### config.mk
export PLATFORM = sky130hd
export DESIGN_NAME = spm_prog_loader
export DESIGN_NICKNAME = d
export VERILOG_FILES = /design/src/rtl/spm_loader_pkg.sv /design/src/rtl/spm_uart_rx.sv /design/src/rtl/spm_prog_loader.sv
export SDC_FILE = /design/constraint.sdc
export NUM_CORES = 1
export LEC_CHECK = 0
export ABC_CLOCK_PERIOD_IN_PS = 3100
export CORE_MARGIN = 1.5
export CORE_UTILIZATION = 59
export DETAILED_ROUTE_END_ITERATION = 10
export PLACE_DENSITY = 0.79
export SETUP_SLACK_MARGIN = 0.5
export SLEW_MARGIN = 10
export SYNTH_ARGS = -nofsm -noshare
export SYNTH_HDL_FRONTEND = slang
export SYNTH_SLANG_ARGS = --single-unit
### constraint.sdc
create_clock -name clk -period 3.1 [get_ports clk]
set_clock_uncertainty 0.15 [all_clocks]
set_input_delay 0.93 -clock clk [delete_from_list [all_inputs] [get_ports clk]]
set_output_delay 0.93 -clock clk [all_outputs]
set_load 0.02 [all_outputs]
### src/rtl/spm_loader_pkg.sv
// Shared types and constants for the serial program loader.
// Build option: SPM_LOADER_CKSUM_EN adds a trailing checksum byte to each frame.
package spm_loader_pkg;

    // Protocol FSM states of the loader.
    typedef enum logic [2:0] {
        IDLE  = 3'd0,
        LEN   = 3'd1,
        ADDR  = 3'd2,
        DATA  = 3'd3,
`ifdef SPM_LOADER_CKSUM_EN
        CKSUM = 3'd4,
`endif
        DONE  = 3'd5
    } loader_state_t;

    // UART receiver states.
    typedef enum logic [1:0] {
        RX_IDLE  = 2'd0,
        RX_START = 2'd1,
        RX_DATA  = 2'd2,
        RX_STOP  = 2'd3
    } rx_state_t;

    localparam logic [7:0] SYNC_BYTE_DEFAULT = 8'h5A;

    // Half a bit period: distance from the start-bit edge to its midpoint.
    function automatic int unsigned half_bit(input int unsigned clks_per_bit);
        return clks_per_bit / 32'd2;
    endfunction

endpackage

### src/rtl/spm_uart_rx.sv
// 8N1 UART receiver: 2-flop synchronizer, mid-bit sampling, LSB first.
// Emits one-cycle byte_valid on a good stop bit, one-cycle frame_err on a bad one.
// Only a falling edge on the synchronized line starts a byte, so a line left
// low after a framing error does not trigger spurious receptions.
module spm_uart_rx
    import spm_loader_pkg::*;
#(
    parameter int unsigned CLKS_PER_BIT = 16
) (
    input  logic       clk,
    input  logic       rst_n,
    input  logic       rx,
    output logic [7:0] rx_byte,
    output logic       byte_valid,
    output logic       frame_err
);

    localparam logic [15:0] HALF_LAST = 16'(half_bit(CLKS_PER_BIT) - 32'd1);
    localparam logic [15:0] BIT_LAST  = 16'(CLKS_PER_BIT - 32'd1);

    logic       rx_meta_r;
    logic       rx_sync_r;
    logic       rx_last_r;
    rx_state_t  state_r;
    logic [15:0] baud_cnt_r;
    logic [2:0] bit_cnt_r;
    logic [7:0] shift_r;
    logic [7:0] byte_r;
    logic       valid_r;
    logic       ferr_r;

    // Synchronize the asynchronous line and keep one sample of history for edge detection.
    always_ff @(posedge clk) begin
        if (!rst_n) begin
            rx_meta_r <= 1'b1;
            rx_sync_r <= 1'b1;
            rx_last_r <= 1'b1;
        end else begin
            rx_meta_r <= rx;
            rx_sync_r <= rx_meta_r;
            rx_last_r <= rx_sync_r;
        end
    end

    // Bit timing, shifting and stop-bit check.
    always_ff @(posedge clk) begin
        if (!rst_n) begin
            state_r    <= RX_IDLE;
            baud_cnt_r <= 16'd0;
            bit_cnt_r  <= 3'd0;
            shift_r    <= 8'h00;
            byte_r     <= 8'h00;
            valid_r    <= 1'b0;
            ferr_r     <= 1'b0;
        end else begin
            valid_r <= 1'b0;
            ferr_r  <= 1'b0;
            case (state_r)
                RX_IDLE: begin
                    baud_cnt_r <= 16'd0;
                    bit_cnt_r  <= 3'd0;
                    if (rx_last_r && !rx_sync_r) begin
                        state_r <= RX_START;
                    end
                end
                RX_START: begin
                    if (baud_cnt_r == HALF_LAST) begin
                        baud_cnt_r <= 16'd0;
                        state_r    <= rx_sync_r ? RX_IDLE : RX_DATA;
                    end else begin
                        baud_cnt_r <= baud_cnt_r + 16'd1;
                    end
                end
                RX_DATA: begin
                    if (baud_cnt_r == BIT_LAST) begin
                        baud_cnt_r <= 16'd0;
                        shift_r    <= {rx_sync_r, shift_r[7:1]};
                        if (bit_cnt_r == 3'd7) begin
                            state_r <= RX_STOP;
                        end else begin
                            bit_cnt_r <= bit_cnt_r + 3'd1;
                        end
                    end else begin
                        baud_cnt_r <= baud_cnt_r + 16'd1;
                    end
                end
                RX_STOP: begin
                    if (baud_cnt_r == BIT_LAST) begin
                        baud_cnt_r <= 16'd0;
                        state_r    <= RX_IDLE;
                        if (rx_sync_r) begin
                            valid_r <= 1'b1;
                            byte_r  <= shift_r;
                        end else begin
                            ferr_r <= 1'b1;
                        end
                    end else begin
                        baud_cnt_r <= baud_cnt_r + 16'd1;
                    end
                end
                default: begin
                    state_r <= RX_IDLE;
                end
            endcase
        end
    end

    assign rx_byte    = byte_r;
    assign byte_valid = valid_r;
    assign frame_err  = ferr_r;

endmodule

### src/rtl/spm_prog_loader.sv
// Serial program loader for the RISC_SPM core.
// Frame: SYNC, LEN (0 means 256), ADDR, data bytes, optional checksum.
// Build option: SPM_LOADER_CKSUM_EN enables the trailing 8-bit sum checksum.
// A frame that fails keeps cpu_rst asserted so a partial image never runs.
module spm_prog_loader
    import spm_loader_pkg::*;
#(
    parameter int unsigned CLKS_PER_BIT = 16,
    parameter logic [7:0]  SYNC_BYTE    = SYNC_BYTE_DEFAULT
) (
    input  logic       clk,
    input  logic       rst_n,
    input  logic       rx,
    output logic       ext_write,
    output logic [7:0] address_bus,
    output logic [7:0] data_bus,
    output logic       cpu_rst,
    output logic       busy,
    output logic       err
);

    logic [7:0]    rx_byte_s;
    logic          rx_valid_s;
    logic          rx_ferr_s;

    loader_state_t state_r;
    logic [8:0]    remaining_r;
    logic [7:0]    addr_cnt_r;
    logic          ext_write_r;
    logic [7:0]    address_bus_r;
    logic [7:0]    data_bus_r;
    logic          cpu_rst_r;
    logic          busy_r;
    logic          err_r;
`ifdef SPM_LOADER_CKSUM_EN
    logic [7:0]    sum_r;
`endif

    spm_uart_rx #(
        .CLKS_PER_BIT (CLKS_PER_BIT)
    ) u_rx (
        .clk        (clk),
        .rst_n      (rst_n),
        .rx         (rx),
        .rx_byte    (rx_byte_s),
        .byte_valid (rx_valid_s),
        .frame_err  (rx_ferr_s)
    );

    // Frame decoding, memory write generation and core reset control.
    always_ff @(posedge clk) begin
        if (!rst_n) begin
            state_r       <= IDLE;
            remaining_r   <= 9'd0;
            addr_cnt_r    <= 8'h00;
            ext_write_r   <= 1'b0;
            address_bus_r <= 8'h00;
            data_bus_r    <= 8'h00;
            cpu_rst_r     <= 1'b0;
            busy_r        <= 1'b0;
            err_r         <= 1'b0;
`ifdef SPM_LOADER_CKSUM_EN
            sum_r         <= 8'h00;
`endif
        end else begin
            ext_write_r <= 1'b0;
            case (state_r)
                IDLE: begin
                    if (rx_ferr_s) begin
                        err_r <= 1'b1;
                    end else if (rx_valid_s && (rx_byte_s == SYNC_BYTE)) begin
                        cpu_rst_r <= 1'b1;
                        busy_r    <= 1'b1;
                        err_r     <= 1'b0;
`ifdef SPM_LOADER_CKSUM_EN
                        sum_r     <= 8'h00;
`endif
                        state_r   <= LEN;
                    end else begin
                        state_r <= IDLE;
                    end
                end
                LEN: begin
                    if (rx_ferr_s) begin
                        err_r   <= 1'b1;
                        busy_r  <= 1'b0;
                        state_r <= IDLE;
                    end else if (rx_valid_s) begin
                        remaining_r <= (rx_byte_s == 8'h00) ? 9'd256 : {1'b0, rx_byte_s};
                        state_r     <= ADDR;
                    end else begin
                        state_r <= LEN;
                    end
                end
                ADDR: begin
                    if (rx_ferr_s) begin
                        err_r   <= 1'b1;
                        busy_r  <= 1'b0;
                        state_r <= IDLE;
                    end else if (rx_valid_s) begin
                        addr_cnt_r <= rx_byte_s;
                        state_r    <= DATA;
                    end else begin
                        state_r <= ADDR;
                    end
                end
                DATA: begin
                    // Leave only after the final strobe cycle, so DONE follows it.
                    if (remaining_r == 9'd0) begin
`ifdef SPM_LOADER_CKSUM_EN
                        state_r <= CKSUM;
`else
                        state_r <= DONE;
`endif
                    end else if (rx_ferr_s) begin
                        err_r   <= 1'b1;
                        busy_r  <= 1'b0;
                        state_r <= IDLE;
                    end else if (rx_valid_s) begin
                        ext_write_r   <= 1'b1;
                        address_bus_r <= addr_cnt_r;
                        data_bus_r    <= rx_byte_s;
                        addr_cnt_r    <= addr_cnt_r + 8'd1;
                        remaining_r   <= remaining_r - 9'd1;
`ifdef SPM_LOADER_CKSUM_EN
                        sum_r         <= sum_r + rx_byte_s;
`endif
                    end else begin
                        state_r <= DATA;
                    end
                end
`ifdef SPM_LOADER_CKSUM_EN
                CKSUM: begin
                    if (rx_ferr_s) begin
                        err_r   <= 1'b1;
                        busy_r  <= 1'b0;
                        state_r <= IDLE;
                    end else if (rx_valid_s) begin
                        if (rx_byte_s == sum_r) begin
                            state_r <= DONE;
                        end else begin
                            err_r   <= 1'b1;
                            busy_r  <= 1'b0;
                            state_r <= IDLE;
                        end
                    end else begin
                        state_r <= CKSUM;
                    end
                end
`endif
                DONE: begin
                    cpu_rst_r <= 1'b0;
                    busy_r    <= 1'b0;
                    state_r   <= IDLE;
                end
                default: begin
                    busy_r  <= 1'b0;
                    state_r <= IDLE;
                end
            endcase
        end
    end

    assign ext_write   = ext_write_r;
    assign address_bus = address_bus_r;
    assign data_bus    = data_bus_r;
    assign cpu_rst     = cpu_rst_r;
    assign busy        = busy_r;
    assign err         = err_r;

endmodule

==> summary.txt, run 1 <==
GRT
  • Grt ovf: 0
  • Vias in the first global route: 3042
  • First-pass GRT wire length: 14.6 mm
  • GRT Resource Usage Total: 25.6%
  • Antenna violations before repair: 0
  • Largest net degree at the start of global routing: 24

Setup path
  • Crit-path max FO: 6
  • R2R Setup Slk: 0.66 ns
  • Slowest-stage cell, CP: o31ai_2
  • CP top delay family: simple AND/OR/NAND/NOR gates
  • Setup crit end kind: flop
  • Worst path required time: 3.19 ns
  • Setup Crit Path Kind: reg2reg
  • Arrival @ worst endpoint: 2.54 ns
  • Reg-to-reg endpoint: addr_cnt_r[5]
  • CP Cell Sequence: inv_1, ha_1, or4b_1, o31ai_2, o31ai_1, and3_1
  • FF-to-FF path depth: 6
  • Crit start category: flop
  • Critical path buffer and inverter count: 1
  • Worst r2r src: remaining_r[0]
  • Slowest cell delay on critical path: 0.57 ns

Min path
  • Worst Hold Class: reg2reg
  • Hold depth: 1
  • Hold Path Sink: u_rx.rx_sync_r
  • Hold_sp: u_rx.rx_meta_r

Final layout
  • Synthesis-to-layout area growth: 13.6%
  • FILL cells: 487
  • Most common cell after layout, fill and taps aside: dfxtp_1
  • Nets: 454
  • Commonest non-fill, non-tap cells in the layout: dfxtp_1, nand2_1, nor2_1, mux2i_1, clkdlybuf4s50_1
  • Share of cells above drive strength 1: 8.44%
  • Ant. Diodes: 0

Clock tree
  • Clock Tree Buf Depth: 2
  • CTS resizes: 0
  • CTS tree: done
  • Total CTS buffers: 9
  • Post-CTS Setup Bufs: 0
  • CTS root buffer: clkbuf_8
  • Clk sink count: 82
  • H-tree Lvls: 3
  • Post-CTS Hold Fix Bufs: 0
  • Clk Latency, worst-skew pair: 0.35 ns
  • Clk pin slew, worst setup/hold paths: 0.08 ns

Power
  • Net Sw Frac: 21.1%
  • Leak Pwr: 0.00145 uW
  • Seq pwr share: 52.5%
  • Clock network fraction of design power: 45.2%
  • Internal: 1610 uW
  • Maximum VDD drop: 0.000377 V
  • Combinational Power Share: 2.4%
  • Switch Pwr: 430 uW
  • Power Dens Cells: 475 nW/um^2

Timing
  • Final worst slack: 0.656 ns
  • Unrepaired setup endpoints after global routing: no
  • Slew @ Worst Pin: 0.840 ns
  • Fmax: 0.409 GHz
  • Final Hold Fails: 0
  • Period utilisation layout: 78.8%
  • Slew margin rel.: 43.5%
  • Final setup fails: 0
  • Setup TNS: 0 ns
  • Final min period: 2.44 ns
  • Fin. max-slew vios: 0

Run status
  • Status: completed

Drt
  • DRT antenna net count: 0
  • TritonRoute pass-1 iters: 5
  • DRT iter0 DRCs: 310
  • Vias: 3248
  • Total Wirelength: 8.42 mm
  • DRC: 0
  • Routed wire per std cell: 16.0 um
  • Avg Vias per Cell: 6.19

Floorplan
  • Die span in x: 83.1 um
  • Row count: 28
  • Die area: 6900 sq um
  • I/O pins: 23
  • Core footprint: 6060 sq um
  • Die height: 83.1 um
  • Initial Util: 62.4%

Placement
  • Setup WS pre-CTS: 0.626 ns
  • DPL Wire Length: 5.78 mm
  • RD Place Congestion: 0.858
  • Port Buffers: 22

Synthesis
  • Complex-gate fraction of the synthesized area: 14.0%
  • Count of cell types in the netlist: 60
  • Main synth FF type: dfxtp_1
  • Post-synth EDFFs: 0
  • Async SR Flop Fraction: 0%
  • Ranking of synthesized cells by area: dfxtp_1, mux2i_1, nand2_1
  • Largest family of logic cells by synthesized area: simple AND/OR/NAND/NOR gates
  • Synthesized area: 3780 sq um
  • Sequential area share after synthesis: 43.4%
  • Net count after synthesis: 437
  • Post-synthesis adder-cell area fraction: 1.65%
  • Synth area leader: dfxtp_1
  • Area share of the largest cell type after synthesis: 43.4%
  • Xor/xnor cell area share of the yosys netlist: 2.55%
  • Syn Inst Count: 429
  • Post-Synth Simple-Gate Area: 26.5%
  • Post-synthesis mux area share: 8.47%
  • Syn_area_per_cell: 8.82 sq um
  • Synth warnings: 0
  • FF+latch count, synth: 82

Flow run
  • Max-Cap Viols: 0
[synth_stat cells, types with 6 or more instances]
cell	count
mux2i_1	32
nor2_1	44
nand3_1	20
clkbuf_1	19
inv_1	6
a21oi_1	21
o21ai_0	19
nand2b_1	6
dfxtp_1	82
nand2_1	47
nand4_1	10
or3_1	8
a31oi_1	6
and3_1	9
nor3_1	7
xnor2_1	6
[worst max-delay path by stage]
stage          slack [ns]               start  cells after the start                  end
3_5_place_dp         0.63               rst_n                      5      u_rx.shift_r[2]
3_3_place_gp         0.65               rst_n                      6        addr_cnt_r[7]
5_1_grt              0.59      remaining_r[0]                      6        addr_cnt_r[5]
2_1_floorplan        0.92  u_rx.baud_cnt_r[0]                      7  u_rx.baud_cnt_r[10]
6_report             0.66      remaining_r[0]                      6        addr_cnt_r[5]
4_1_cts              0.66      address_bus[2]                      1       address_bus[2]
[power by group through the flow]
stage	registers, uW	clock network, uW	logic [uW]
6_report	1070	921	48.7
5_1_grt	1070	988	52.7
4_1_cts	1070	935	48.3
3_5_place_dp	1090	0	47.9
3_3_place_gp	1090	0	46.3
2_1_floorplan	1090	0	38.4
[cell type report]
type,instances,area [sq um],share of cell area [%]
clock buffer,9,124,2.88
clock inverter,6,115,2.68
tap,75,93.8,2.18
sequential,82,1640,38.2
timing repair buffer,31,288,6.70
inverter,6,22.5,0.524
multi-input combinational,316,2010,46.8
[worst register-to-register path: stages, from the launching register on]
cell	delay, ns
dfxtp_1	0.35
inv_1	0.08
ha_1	0.24
or4b_1	0.55
o31ai_2	0.57
o31ai_1	0.18
and3_1	0.22
[layer usage]
metal,vias up,global-route usage [%],part of all wire [%]
li1,1596,-,-
met1,1526,34.9,47
met2,112,40.2,45
met3,14,4.87,5.6
met4,0,9.85,1.6
met5,-,0,0
[cell families (layout without fill, tap and decap cells)]
| family | Yosys count | after routing |
|---|---|---|
| XOR/XNOR | 11 | 11 |
| buffers and inverters | 31 | 52 |
| adder cells (fa/ha/maj) | 5 | 5 |
| multiplexers | 32 | 32 |
| AO/OA/AOI/OAI | 80 | 80 |
| flip-flops | 82 | 82 |
| AND/OR/NAND/NOR | 188 | 188 |
[state kept, by name (all words and copies together) (netlist names), 3 cells and up, named ones only]
name             count
addr_cnt_r           8
address_bus          8
data_bus             8
remaining_r          9
state_r              3
u_rx.baud_cnt_r     16
u_rx.bit_cnt_r       3
u_rx.rx_byte         8
u_rx.shift_r         8
[metrics by stage]
stage	hold slack, ns	area [sq um]	instances	total power (uW)	utilization [%]
6_report	0.261	4300	525	2040	70.9
5_1_grt	0.280	4300	525	2110	70.9
4_1_cts	0.262	4300	525	2050	70.9
3_5_place_dp	0.242	4060	510	1140	66.9
3_3_place_gp	0.243	4060	510	1140	66.9
2_1_floorplan	0.236	3780	429	1130	-
Power figures use the tool's default switching activity.
==> inputs of run 2 (changes only) <==
--- a/config.mk
+++ b/config.mk
@@ -5,7 +5,7 @@
 export SDC_FILE = /design/constraint.sdc
 export NUM_CORES = 1
 export LEC_CHECK = 0
-export ABC_CLOCK_PERIOD_IN_PS = 3100
+export ABC_CLOCK_PERIOD_IN_PS = 2400
 export CORE_MARGIN = 1.5
 export CORE_UTILIZATION = 59
 export DETAILED_ROUTE_END_ITERATION = 10
==> constraint.sdc (replaced) <==
create_clock -name clk -period 2.4 [get_ports clk]
set_clock_uncertainty 0.15 [all_clocks]
set_input_delay 0.72 -clock clk [delete_from_list [all_inputs] [get_ports clk]]
set_output_delay 0.72 -clock clk [all_outputs]
set_load 0.02 [all_outputs]
==> summary.txt, run 2 (synthesis results as in run 1) <==
Clock tree
  • Total CTS buffers: 9
  • H-tree Lvls: 3
  • Clock Tree Buf Depth: 2
  • Clk sink count: 82
  • Clk pin slew, worst setup/hold paths: 0.08 ns
  • CTS tree: done
  • Clk Latency, worst-skew pair: 0.36 ns
  • Post-CTS Hold Fix Bufs: 0
  • CTS root buffer: clkbuf_8

Setup path
  • CP Cell Sequence: inv_2, ha_4, or4b_4, o2111a_1, buf_12, mux2i_2, nor2_1
  • Slowest cell delay on critical path: 0.50 ns
  • Worst r2r src: remaining_r[0]
  • Slowest-stage cell, CP: or4b_4
  • FF-to-FF path depth: 7
  • Crit-path max FO: 17
  • R2R Setup Slk: 0.41 ns
  • Arrival @ worst endpoint: 2.10 ns
  • Setup Crit Path Kind: reg2reg
  • Setup crit end kind: flop
  • Worst path required time: 2.51 ns
  • Crit start category: flop
  • Reg-to-reg endpoint: data_bus[0]

Power
  • Maximum VDD drop: 0.000469 V
  • Leak Pwr: 0.00157 uW
  • Power Dens Cells: 512 nW/um^2

Timing
  • Final Hold Fails: 0
  • Setup TNS: 0 ns
  • Period utilisation layout: 83.0%
  • Fin. max-slew vios: 0
  • Slew margin rel.: 65.5%
  • Final min period: 1.99 ns
  • Fmax: 0.502 GHz
  • Final setup fails: 0
  • Unrepaired setup endpoints after global routing: yes
  • Slew @ Worst Pin: 0.517 ns

Drt
  • TritonRoute pass-1 iters: 5
  • DRC: 0
  • DRT antenna net count: 0
  • Total Wirelength: 8.82 mm
  • Avg Vias per Cell: 6.23
  • Vias: 3397
  • Routed wire per std cell: 16.2 um
  • DRT iter0 DRCs: 305

Placement
  • DPL Wire Length: 5.63 mm
  • RD Place Congestion: 0.853
  • Inst Count DP: 514
  • Port Buffers: 22

Final layout
  • Ant. Diodes: 0
  • Post-layout util: 74.5%
  • Synthesis-to-layout area growth: 19.4%
  • FILL cells: 428
  • Register area: 1660 sq um
  • Commonest non-fill, non-tap cells in the layout: dfxtp_1, nand2_1, nor2_1, mux2i_1, buf_4
  • Most common cell after layout, fill and taps aside: dfxtp_1
  • Share of cells above drive strength 1: 21.9%
  • Max reg flops: 16
  • Nets: 474
  • Biggest registers after layout: u_rx.baud_cnt_r: 16 flops, remaining_r: 9 flops
  • Post-Layout Cell Count: 545
  • Top reg by flops: u_rx.baud_cnt_r
  • Area of the multi-input gates: 2180 sq um

Min path
  • Hold depth: 1
  • Hold_sp: u_rx.rx_meta_r
  • Worst Hold Class: reg2reg
  • Hold Path Sink: u_rx.rx_sync_r

Run status
  • Status: completed

Floorplan
  • Die span in x: 83.1 um
  • Initial Util: 62.4%
  • Die height: 83.1 um
  • I/O pins: 23
  • Row count: 28
  • Die area: 6900 sq um
  • Core footprint: 6060 sq um

GRT
  • GRT Resource Usage Total: 25.3%
  • Vias in the first global route: 3170
  • First-pass GRT wire length: 14.4 mm
  • Grt ovf: 0
  • Largest net degree at the start of global routing: 44
  • Antenna violations before repair: 0

Flow run
  • Max-Cap Viols: 0
==> run 2: cell count changes in the layout (fill, tap and decap cells not counted), sizes merged <==
| cell | previous run | this run |
|---|---|---|
| bufinv | 3 | 0 |
| clkinv | 1 | 2 |
| inv | 7 | 6 |
| clkdlybuf4s50 | 22 | 2 |
| a31o | 2 | 3 |
| clkinvlp | 1 | 3 |
| dlygate4sd2 | 0 | 1 |
| buf | 9 | 28 |
| clkdlybuf4s15 | 0 | 6 |
| clkbuf | 9 | 23 |
==> run 2: per-stage QoR <==
stage	hold WS, ns	total power (uW)	cell area, sq um	worst slack [ns]
global placement	0.239	1480	4150	0.211
detailed placement	0.247	1480	4150	0.178
global route	0.288	2390	4520	0.350
floorplan	0.236	1460	3850	0.414
CTS	0.265	2320	4480	0.423
finish	0.261	2310	4520	0.409
==> run 2: routing by layer <==
metal / vias up / wire [um] / GRT usage (%)
met5: - / 0 / 0
met4: 0 / 181 / 11.5
met3: 20 / 450 / 5.37
met2: 108 / 4200 / 40.1
met1: 1631 / 3980 / 33.1
li1: 1638 / - / -
==> run 2: power by group <==
group / leakage (uW) / internal, uW / switching, uW
clock network: 0.0000742 / 366 / 494
logic: 0.000829 / 25.0 / 42.7
registers: 0.000668 / 1370 / 18.3
==> run 2: area by class of cell <==
class	instances	share of cell area [%]
sequential	82	36.8
clock buffer	10	2.83
clock inverter	5	0.720
tap	75	2.08
inverter	6	0.499
timing repair buffer	50	8.76
multi-input combinational	317	48.3
==> run 2: worst max path at each step <==
stage / start / endpoint / slack (ns) / cells past startpoint
6_report: remaining_r[0] / data_bus[0] / 0.41 / 7
4_1_cts: remaining_r[0] / addr_cnt_r[0] / 0.42 / 6
3_3_place_gp: rst_n / u_rx.baud_cnt_r[2] / 0.21 / 5
2_1_floorplan: remaining_r[1] / address_bus[2] / 0.41 / 8
3_5_place_dp: rst_n / u_rx.baud_cnt_r[12] / 0.18 / 6
5_1_grt: remaining_r[0] / data_bus[0] / 0.35 / 7
==> run 2: timing repair <==
action                                  4_1_cts  5_1_grt
buffers inserted                             12        3
endpoints found under the setup margin       81       78
gates resized for setup                      56       35
pin swaps                                    11        5
cloned                                        0        1
==> run 2: critical path: cells and delay by family (launching register included) <==
family,cells,cell delay (ns)
AOI/OAI and AO/OA,1,0.29
and+or+nand+nor,2,0.56
muxes,1,0.18
DFF,1,0.33
buffers and inverters,2,0.24
adders and majority gates,1,0.13
